### config.mk
export PLATFORM = sky130hd
export DESIGN_NAME = arm7tdmi_multiply_iter_flat
export DESIGN_NICKNAME = d
export VERILOG_FILES = /design/src/rtl/arm7tdmi_multiply_iter_if.sv /design/src/rtl/arm7tdmi_multiply_iter.sv /design/src/flat_wrapper.sv
export SDC_FILE = /design/constraint.sdc
export NUM_CORES = 2
export LEC_CHECK = 0
export CORE_UTILIZATION = 63
export CTS_BUF_LIST = sky130_fd_sc_hd__clkbuf_4
export DETAILED_ROUTE_END_ITERATION = 6
export GPL_TIMING_DRIVEN = 0
export PLACE_DENSITY = 0.88
export SLEW_MARGIN = 10
export SYNTH_ARGS = -nofsm -noshare
export SYNTH_HDL_FRONTEND = slang
export SYNTH_SLANG_ARGS = --single-unit
### constraint.sdc
create_clock -name clk -period 10.37 [get_ports clk]
set_input_delay 2.074 -clock clk [delete_from_list [all_inputs] [get_ports clk]]
set_output_delay 2.074 -clock clk [all_outputs]
set_load 0.05 [all_outputs]
### src/rtl/arm7tdmi_multiply_iter_if.sv
// Start/busy/done handshake between the execute stage and the iterative multiplier.
// Defining ARM7_MUL_ABORT_EN adds the abort request line.
interface arm7tdmi_multiply_iter_if #(
  parameter int DATA_W     = 32,
  parameter int RADIX_BITS = 8
);
  localparam int NCHUNK = DATA_W / RADIX_BITS;
  localparam int CYC_W  = $clog2(NCHUNK + 3);

  logic              start;
  logic              mul_long;
  logic              mul_signed;
  logic              mul_accumulate;
  logic [DATA_W-1:0] operand_a;
  logic [DATA_W-1:0] operand_b;
  logic [DATA_W-1:0] acc_hi;
  logic [DATA_W-1:0] acc_lo;
  logic              busy;
  logic              done;
  logic [DATA_W-1:0] result_hi;
  logic [DATA_W-1:0] result_lo;
  logic              negative;
  logic              zero;
  logic [CYC_W-1:0]  cycles;
`ifdef ARM7_MUL_ABORT_EN
  logic              abort;

  modport master (
    output start, mul_long, mul_signed, mul_accumulate,
    output operand_a, operand_b, acc_hi, acc_lo, abort,
    input  busy, done, result_hi, result_lo, negative, zero, cycles
  );

  modport slave (
    input  start, mul_long, mul_signed, mul_accumulate,
    input  operand_a, operand_b, acc_hi, acc_lo, abort,
    output busy, done, result_hi, result_lo, negative, zero, cycles
  );
`else
  modport master (
    output start, mul_long, mul_signed, mul_accumulate,
    output operand_a, operand_b, acc_hi, acc_lo,
    input  busy, done, result_hi, result_lo, negative, zero, cycles
  );

  modport slave (
    input  start, mul_long, mul_signed, mul_accumulate,
    input  operand_a, operand_b, acc_hi, acc_lo,
    output busy, done, result_hi, result_lo, negative, zero, cycles
  );
`endif
endinterface

### src/rtl/arm7tdmi_multiply_iter.sv
// Iterative ARM7 multiplier (MUL/MLA/xMULL/xMLAL), RADIX_BITS of Rs per cycle with early termination.
// Optional abort input enabled by defining ARM7_MUL_ABORT_EN.
module arm7tdmi_multiply_iter #(
  parameter int DATA_W     = 32,
  parameter int RADIX_BITS = 8
) (
  input  logic                    clk,
  input  logic                    rst_n,
  arm7tdmi_multiply_iter_if.slave bus
);
  localparam int NCHUNK = DATA_W / RADIX_BITS;
  localparam int CNT_W  = $clog2(NCHUNK + 1);
  localparam int CYC_W  = $clog2(NCHUNK + 3);
  localparam int PROD_W = 2 * DATA_W;

  typedef enum logic [1:0] {S_IDLE, S_ITER, S_EXTRA} state_t;

  state_t                    state_q, state_d;
  logic [CNT_W-1:0]          iter_q, iter_d;
  logic [1:0]                ecnt_q, ecnt_d;
  logic [CNT_W-1:0]          m_q, m_d;
  logic [1:0]                extra_q, extra_d;
  logic                      long_q, long_d;
  logic                      sext_q, sext_d;
  logic signed [PROD_W-1:0]  mcand_q, mcand_d;
  logic [DATA_W-1:0]         mplier_q, mplier_d;
  logic signed [PROD_W-1:0]  prod_q, prod_d;
  logic                      done_q, done_d;
  logic [DATA_W-1:0]         result_hi_q, result_hi_d;
  logic [DATA_W-1:0]         result_lo_q, result_lo_d;
  logic                      negative_q, negative_d;
  logic                      zero_q, zero_d;
  logic [CYC_W-1:0]          cycles_q, cycles_d;

  logic [CNT_W-1:0]          iter_nxt;
  logic                      last_iter;
  logic                      finish;
  logic                      signed_chk;
  logic                      signed_long;
  logic signed [PROD_W-1:0]  pp;
  logic signed [PROD_W-1:0]  sum;
  logic signed [PROD_W-1:0]  fin_val;

  // Smallest k whose multiplier bits above chunk k are pure sign/zero extension.
  function automatic logic [CNT_W-1:0] calc_iters(input logic [DATA_W-1:0] b,
                                                  input logic            chk_ones);
    logic [CNT_W-1:0] m;
    m = CNT_W'(NCHUNK);
    for (int k = NCHUNK - 1; k >= 1; k--) begin
      if (((b >> (k * RADIX_BITS)) == '0) ||
          (chk_ones && ((~b >> (k * RADIX_BITS)) == '0)))
        m = CNT_W'(k);
    end
    return m;
  endfunction

  // The final chunk of a sign-terminated multiplier carries weight -2^RADIX_BITS on its extension bit.
  function automatic logic signed [PROD_W-1:0] chunk_ext(input logic [RADIX_BITS-1:0] c,
                                                         input logic                  neg);
    return $signed({{(PROD_W - RADIX_BITS){neg}}, c});
  endfunction

  always_comb begin
    state_d     = state_q;
    iter_d      = iter_q;
    ecnt_d      = ecnt_q;
    m_d         = m_q;
    extra_d     = extra_q;
    long_d      = long_q;
    sext_d      = sext_q;
    mcand_d     = mcand_q;
    mplier_d    = mplier_q;
    prod_d      = prod_q;
    done_d      = 1'b0;
    result_hi_d = result_hi_q;
    result_lo_d = result_lo_q;
    negative_d  = negative_q;
    zero_d      = zero_q;
    cycles_d    = cycles_q;
    finish      = 1'b0;
    fin_val     = prod_q;

    signed_chk  = !bus.mul_long || bus.mul_signed;
    signed_long = bus.mul_long && bus.mul_signed;
    iter_nxt    = iter_q + CNT_W'(1);
    last_iter   = (iter_nxt == m_q);
    pp          = mcand_q * chunk_ext(mplier_q[RADIX_BITS-1:0], last_iter && sext_q);
    sum         = prod_q + pp;

    case (state_q)
      S_IDLE: begin
        if (bus.start) begin
          state_d  = S_ITER;
          iter_d   = '0;
          ecnt_d   = '0;
          m_d      = calc_iters(bus.operand_b, signed_chk);
          extra_d  = {1'b0, bus.mul_long} + {1'b0, bus.mul_accumulate};
          long_d   = bus.mul_long;
          sext_d   = signed_chk && bus.operand_b[DATA_W-1];
          mcand_d  = $signed({{DATA_W{signed_long && bus.operand_a[DATA_W-1]}}, bus.operand_a});
          mplier_d = bus.operand_b;
          // Accumulator is preloaded so the extra cycles only model ARM7 timing.
          if (!bus.mul_accumulate)
            prod_d = '0;
          else if (bus.mul_long)
            prod_d = $signed({bus.acc_hi, bus.acc_lo});
          else
            prod_d = $signed({{DATA_W{1'b0}}, bus.acc_lo});
        end
      end
      S_ITER: begin
        prod_d   = sum;
        mcand_d  = mcand_q <<< RADIX_BITS;
        mplier_d = mplier_q >> RADIX_BITS;
        iter_d   = iter_nxt;
        if (last_iter) begin
          if (extra_q == 2'd0) begin
            finish  = 1'b1;
            fin_val = sum;
          end else begin
            state_d = S_EXTRA;
          end
        end
      end
      S_EXTRA: begin
        ecnt_d = ecnt_q + 2'd1;
        if (ecnt_d == extra_q)
          finish = 1'b1;
      end
      default: state_d = S_IDLE;
    endcase

    if (finish) begin
      state_d  = S_IDLE;
      done_d   = 1'b1;
      cycles_d = CYC_W'(m_q) + CYC_W'(extra_q);
      if (long_q) begin
        result_hi_d = fin_val[PROD_W-1:DATA_W];
        result_lo_d = fin_val[DATA_W-1:0];
        negative_d  = fin_val[PROD_W-1];
        zero_d      = (fin_val == '0);
      end else begin
        result_hi_d = '0;
        result_lo_d = fin_val[DATA_W-1:0];
        negative_d  = fin_val[DATA_W-1];
        zero_d      = (fin_val[DATA_W-1:0] == '0);
      end
    end

`ifdef ARM7_MUL_ABORT_EN
    if (bus.abort && (state_q != S_IDLE)) begin
      state_d     = S_IDLE;
      done_d      = 1'b0;
      result_hi_d = result_hi_q;
      result_lo_d = result_lo_q;
      negative_d  = negative_q;
      zero_d      = zero_q;
      cycles_d    = cycles_q;
    end
`endif
  end

  always_ff @(posedge clk) begin
    if (!rst_n) begin
      state_q     <= S_IDLE;
      iter_q      <= '0;
      ecnt_q      <= '0;
      done_q      <= 1'b0;
      result_hi_q <= '0;
      result_lo_q <= '0;
      negative_q  <= 1'b0;
      zero_q      <= 1'b0;
      cycles_q    <= '0;
    end else begin
      state_q     <= state_d;
      iter_q      <= iter_d;
      ecnt_q      <= ecnt_d;
      done_q      <= done_d;
      result_hi_q <= result_hi_d;
      result_lo_q <= result_lo_d;
      negative_q  <= negative_d;
      zero_q      <= zero_d;
      cycles_q    <= cycles_d;
    end
  end

  // Operand capture and partial-product datapath
  always_ff @(posedge clk) begin
    m_q      <= m_d;
    extra_q  <= extra_d;
    long_q   <= long_d;
    sext_q   <= sext_d;
    mcand_q  <= mcand_d;
    mplier_q <= mplier_d;
    prod_q   <= prod_d;
  end

  assign bus.busy      = (state_q != S_IDLE);
  assign bus.done      = done_q;
  assign bus.result_hi = result_hi_q;
  assign bus.result_lo = result_lo_q;
  assign bus.negative  = negative_q;
  assign bus.zero      = zero_q;
  assign bus.cycles    = cycles_q;
endmodule

### src/flat_wrapper.sv
// flat-port wrapper written by rule: the top's interface ports become plain ports
module arm7tdmi_multiply_iter_flat 
#(
  parameter int DATA_W     = 32,
  parameter int RADIX_BITS = 8
)
  (clk, rst_n, bus_start, bus_mul_long, bus_mul_signed, bus_mul_accumulate, bus_operand_a, bus_operand_b, bus_acc_hi, bus_acc_lo, bus_busy, bus_done, bus_result_hi, bus_result_lo, bus_negative, bus_zero, bus_cycles);
  arm7tdmi_multiply_iter_if #(.DATA_W(DATA_W), .RADIX_BITS(RADIX_BITS)) bus_i ();
  input  logic clk;
  input  logic rst_n;
  input wire logic [$bits(bus_i.start)-1:0] bus_start;
  input wire logic [$bits(bus_i.mul_long)-1:0] bus_mul_long;
  input wire logic [$bits(bus_i.mul_signed)-1:0] bus_mul_signed;
  input wire logic [$bits(bus_i.mul_accumulate)-1:0] bus_mul_accumulate;
  input wire logic [$bits(bus_i.operand_a)-1:0] bus_operand_a;
  input wire logic [$bits(bus_i.operand_b)-1:0] bus_operand_b;
  input wire logic [$bits(bus_i.acc_hi)-1:0] bus_acc_hi;
  input wire logic [$bits(bus_i.acc_lo)-1:0] bus_acc_lo;
  output wire logic [$bits(bus_i.busy)-1:0] bus_busy;
  output wire logic [$bits(bus_i.done)-1:0] bus_done;
  output wire logic [$bits(bus_i.result_hi)-1:0] bus_result_hi;
  output wire logic [$bits(bus_i.result_lo)-1:0] bus_result_lo;
  output wire logic [$bits(bus_i.negative)-1:0] bus_negative;
  output wire logic [$bits(bus_i.zero)-1:0] bus_zero;
  output wire logic [$bits(bus_i.cycles)-1:0] bus_cycles;
  assign bus_i.start = bus_start;
  assign bus_i.mul_long = bus_mul_long;
  assign bus_i.mul_signed = bus_mul_signed;
  assign bus_i.mul_accumulate = bus_mul_accumulate;
  assign bus_i.operand_a = bus_operand_a;
  assign bus_i.operand_b = bus_operand_b;
  assign bus_i.acc_hi = bus_acc_hi;
  assign bus_i.acc_lo = bus_acc_lo;
  assign bus_busy = bus_i.busy;
  assign bus_done = bus_i.done;
  assign bus_result_hi = bus_i.result_hi;
  assign bus_result_lo = bus_i.result_lo;
  assign bus_negative = bus_i.negative;
  assign bus_zero = bus_i.zero;
  assign bus_cycles = bus_i.cycles;
  arm7tdmi_multiply_iter #(.DATA_W(DATA_W), .RADIX_BITS(RADIX_BITS)) u_core (.clk(clk), .rst_n(rst_n), .bus(bus_i));
endmodule
==> results_dict.tcl <==
set metrics [dict create \
    netlist_top_cells_count "528 x inv_1, 464 x fa_1, 431 x nand2_1, 292 x and2_1, 167 x edfxtp_1" \
    grt_pass1_wl_um 151000 \
    critPathMaxFanout 10 \
    clockBufferDepth 3 \
    ant_nets 0 \
    vias 25400 \
    setup_violations 0 \
    clkLatencyLatePin_ps 830 \
    slew_headroom 0.180 \
    cts_buffers 70 \
    grt_pass1_vias 25600 \
    post-dp-hpwl_um 78800 \
    syn_area_sq_um 30000 \
    slowest_delay_ps 810 \
    async_flop_share 0 \
    viasPerCell 6.10 \
    grt_antenna_before_repair 2 \
    ys_types 75 \
    die-area_sq_um 48500 \
    path_class "flip-flop to flip-flop" \
    gp_routability_congestion 0.999 \
    io_pins 205 \
    crit_buf_inv 5 \
    cts_setup_buffers 0 \
    seq_area_frac_synth 0.218 \
    die_h_um 220 \
    post-route-drc-count 4 \
    synth_edf_count 167 \
    fmax_mhz 102 \
    yosys_warnings 0 \
    slowest_stage "clkbuf_1" \
    yosys_most_used_dff "edfxtp_1" \
    finalHoldViolCount 0 \
    path_clk_slew_ps 80 \
    final_max_slew_viol_count 0 \
    rsz0062_at_grt "false" \
    ys_ff_latch 244 \
    grt_overflow_total 0 \
    path_common_cell "fa_1" \
    cts-root-buf "clkbuf_4" \
    drive_gt1_frac 0.0534 \
    cts_tree "built" \
    outcome "finished with violations" \
    synth.largest_area_cell "fa_1" \
    startpoint_type "flip-flop" \
    cp.arrival_ps 10600 \
    critPathCaptureType "flip-flop" \
    avgSynthCellArea_sq_um 9.30 \
    dr.first_iter.drc_count 2970 \
    design.core.area_sq_um 46800 \
    fin_crit_sh 0.949 \
    finClkSkew_ps 55.1 \
    detail_route.wl_per_cell_um 23.6 \
    tightest_slew_ps 1230 \
    h-tree-depth 3 \
    track_usage 0.423 \
    maxCapViolCount 0 \
    area_growth_pct 12.6 \
    rows 79 \
    worstHoldPathType "flip-flop to flip-flop" \
    synthTopCellsByArea "fa_1 31%, edfxtp_1 17%, inv_1 6.6%" \
    synth_cells 3229 \
    grt_max_degree 88 \
    cts-resized-gates 0 \
    yosysTopAreaCellShare 0.309 \
    firstDrtPassIters 7 \
    ctsHoldBuffers 0 \
    syn_nets 3972 \
    violations "design-rule violations" \
    clock_sinks 244 \
    fin_nets 4249 \
    final.setup.tns_ps 0 \
    cp_data_required_time_ps 11130 \
    fin_crit_ps 9840 \
    wirelength_um 98100 \
    place.port_buffers 204 \
    start_util 0.642 \
    critPathTopFamily "adder cells" \
    timing.hold.ws_ps 458 \
    die_w_um 220 \
    yosys.cell_count.top_type "inv_1" \
]
cell families (layout without fill, tap and decap cells):
kind of cell,after synthesis,count (layout),share of synthesized area
AO/OA/AOI/OAI,424,424,0.0958
XOR/XNOR,83,83,0.0242
adder cells (fa/ha/maj),609,609,0.370
buffers and inverters,741,1068,0.0931
flip-flops,244,244,0.218
multiplexers,78,78,0.0284
other,0,2,0
AND/OR/NAND/NOR,1050,1050,0.170
worst reg2reg max path, delay by kind of cell (launching register included):
family          cells  cell delay (ps)
compound gates      5             1540
simple gates        9             2230
fa+ha+maj           7             3090
mux                 1              390
xor+xnor            3              510
flops               1              350
buf+inv             5             1690
through the flow:
step | cells | cell area [sq um] | utilization | worst slack, ps
3_3_place_gp | 4040 | 32800 | 0.702 | 972
5_1_grt | 4164 | 33800 | 0.723 | 409
2_1_floorplan | 3229 | 30000 | - | 3210
3_5_place_dp | 4041 | 32900 | 0.703 | 877
6_report | 4165 | 33800 | 0.723 | 528
4_1_cts | 4163 | 33800 | 0.723 | 818
layer usage:
metal | track usage | wire [um] | vias up
li1 | - | - | 10900
met1 | 0.576 | 36300 | 12300
met2 | 0.608 | 41600 | 1951
met3 | 0.153 | 15500 | 323
met4 | 0.183 | 4670 | 2
met5 | 0 | 13 | -
cell usage in the layout, fill, tap and decap left out, types with 77 or more instances in the layout:
cell	instances
inv_1	527
fa_1	464
nand2_1	431
and2_1	292
clkdlybuf4s50_1	204
edfxtp_1	167
clkbuf_1	165
nor2_1	151
ha_1	145
clkbuf_4	97
a21oi_1	94
o21ai_0	89
dfxtp_1	77
state kept, by name, indices dropped and copies added, names as in the netlist:
| name | count |
|---|---|
| u_core.bus.result_hi | 32 |
| u_core.state_q | 2 |
| u_core.m_q | 3 |
| u_core.bus.result_lo | 32 |
| u_core.bus.zero | 1 |
| u_core.bus.cycles | 3 |
| u_core.extra_q | 2 |
| u_core.ecnt_q | 2 |
| u_core.long_q | 1 |
| u_core.prod_q | 64 |
| u_core.bus.done | 1 |
| u_core.mcand_q | 64 |
| u_core.mplier_q | 32 |
| u_core.iter_q | 3 |
| u_core.bus.negative | 1 |
| u_core.sext_q | 1 |
worst paths after layout:
path	cells after the start	from	slack, ps	to
worst max register to register	30	u_core.iter_q[0]	530	u_core.bus.zero
worst min register to register	2	u_core.bus.result_hi[24]	460	u_core.bus.result_hi[24]
worst max-delay path	30	u_core.iter_q[0]	530	u_core.bus.zero
worst min-delay path	2	u_core.bus.result_hi[24]	460	u_core.bus.result_hi[24]
area by class of cell:
type | instances | area, sq um
buffer | 212 | 808
sequential | 244 | 6560
antenna | 2 | 5.00
inverter | 529 | 1990
tap | 607 | 759
clock buffer | 97 | 728
multi-input combinational | 2244 | 20700
clock inverter | 25 | 219
fill | 3372 | 13000
timing repair buffer | 205 | 2070
Power is left out: the tool's default activity adds up to more than one toggle a clock period on the data nets, which glitch-free logic cannot reach.
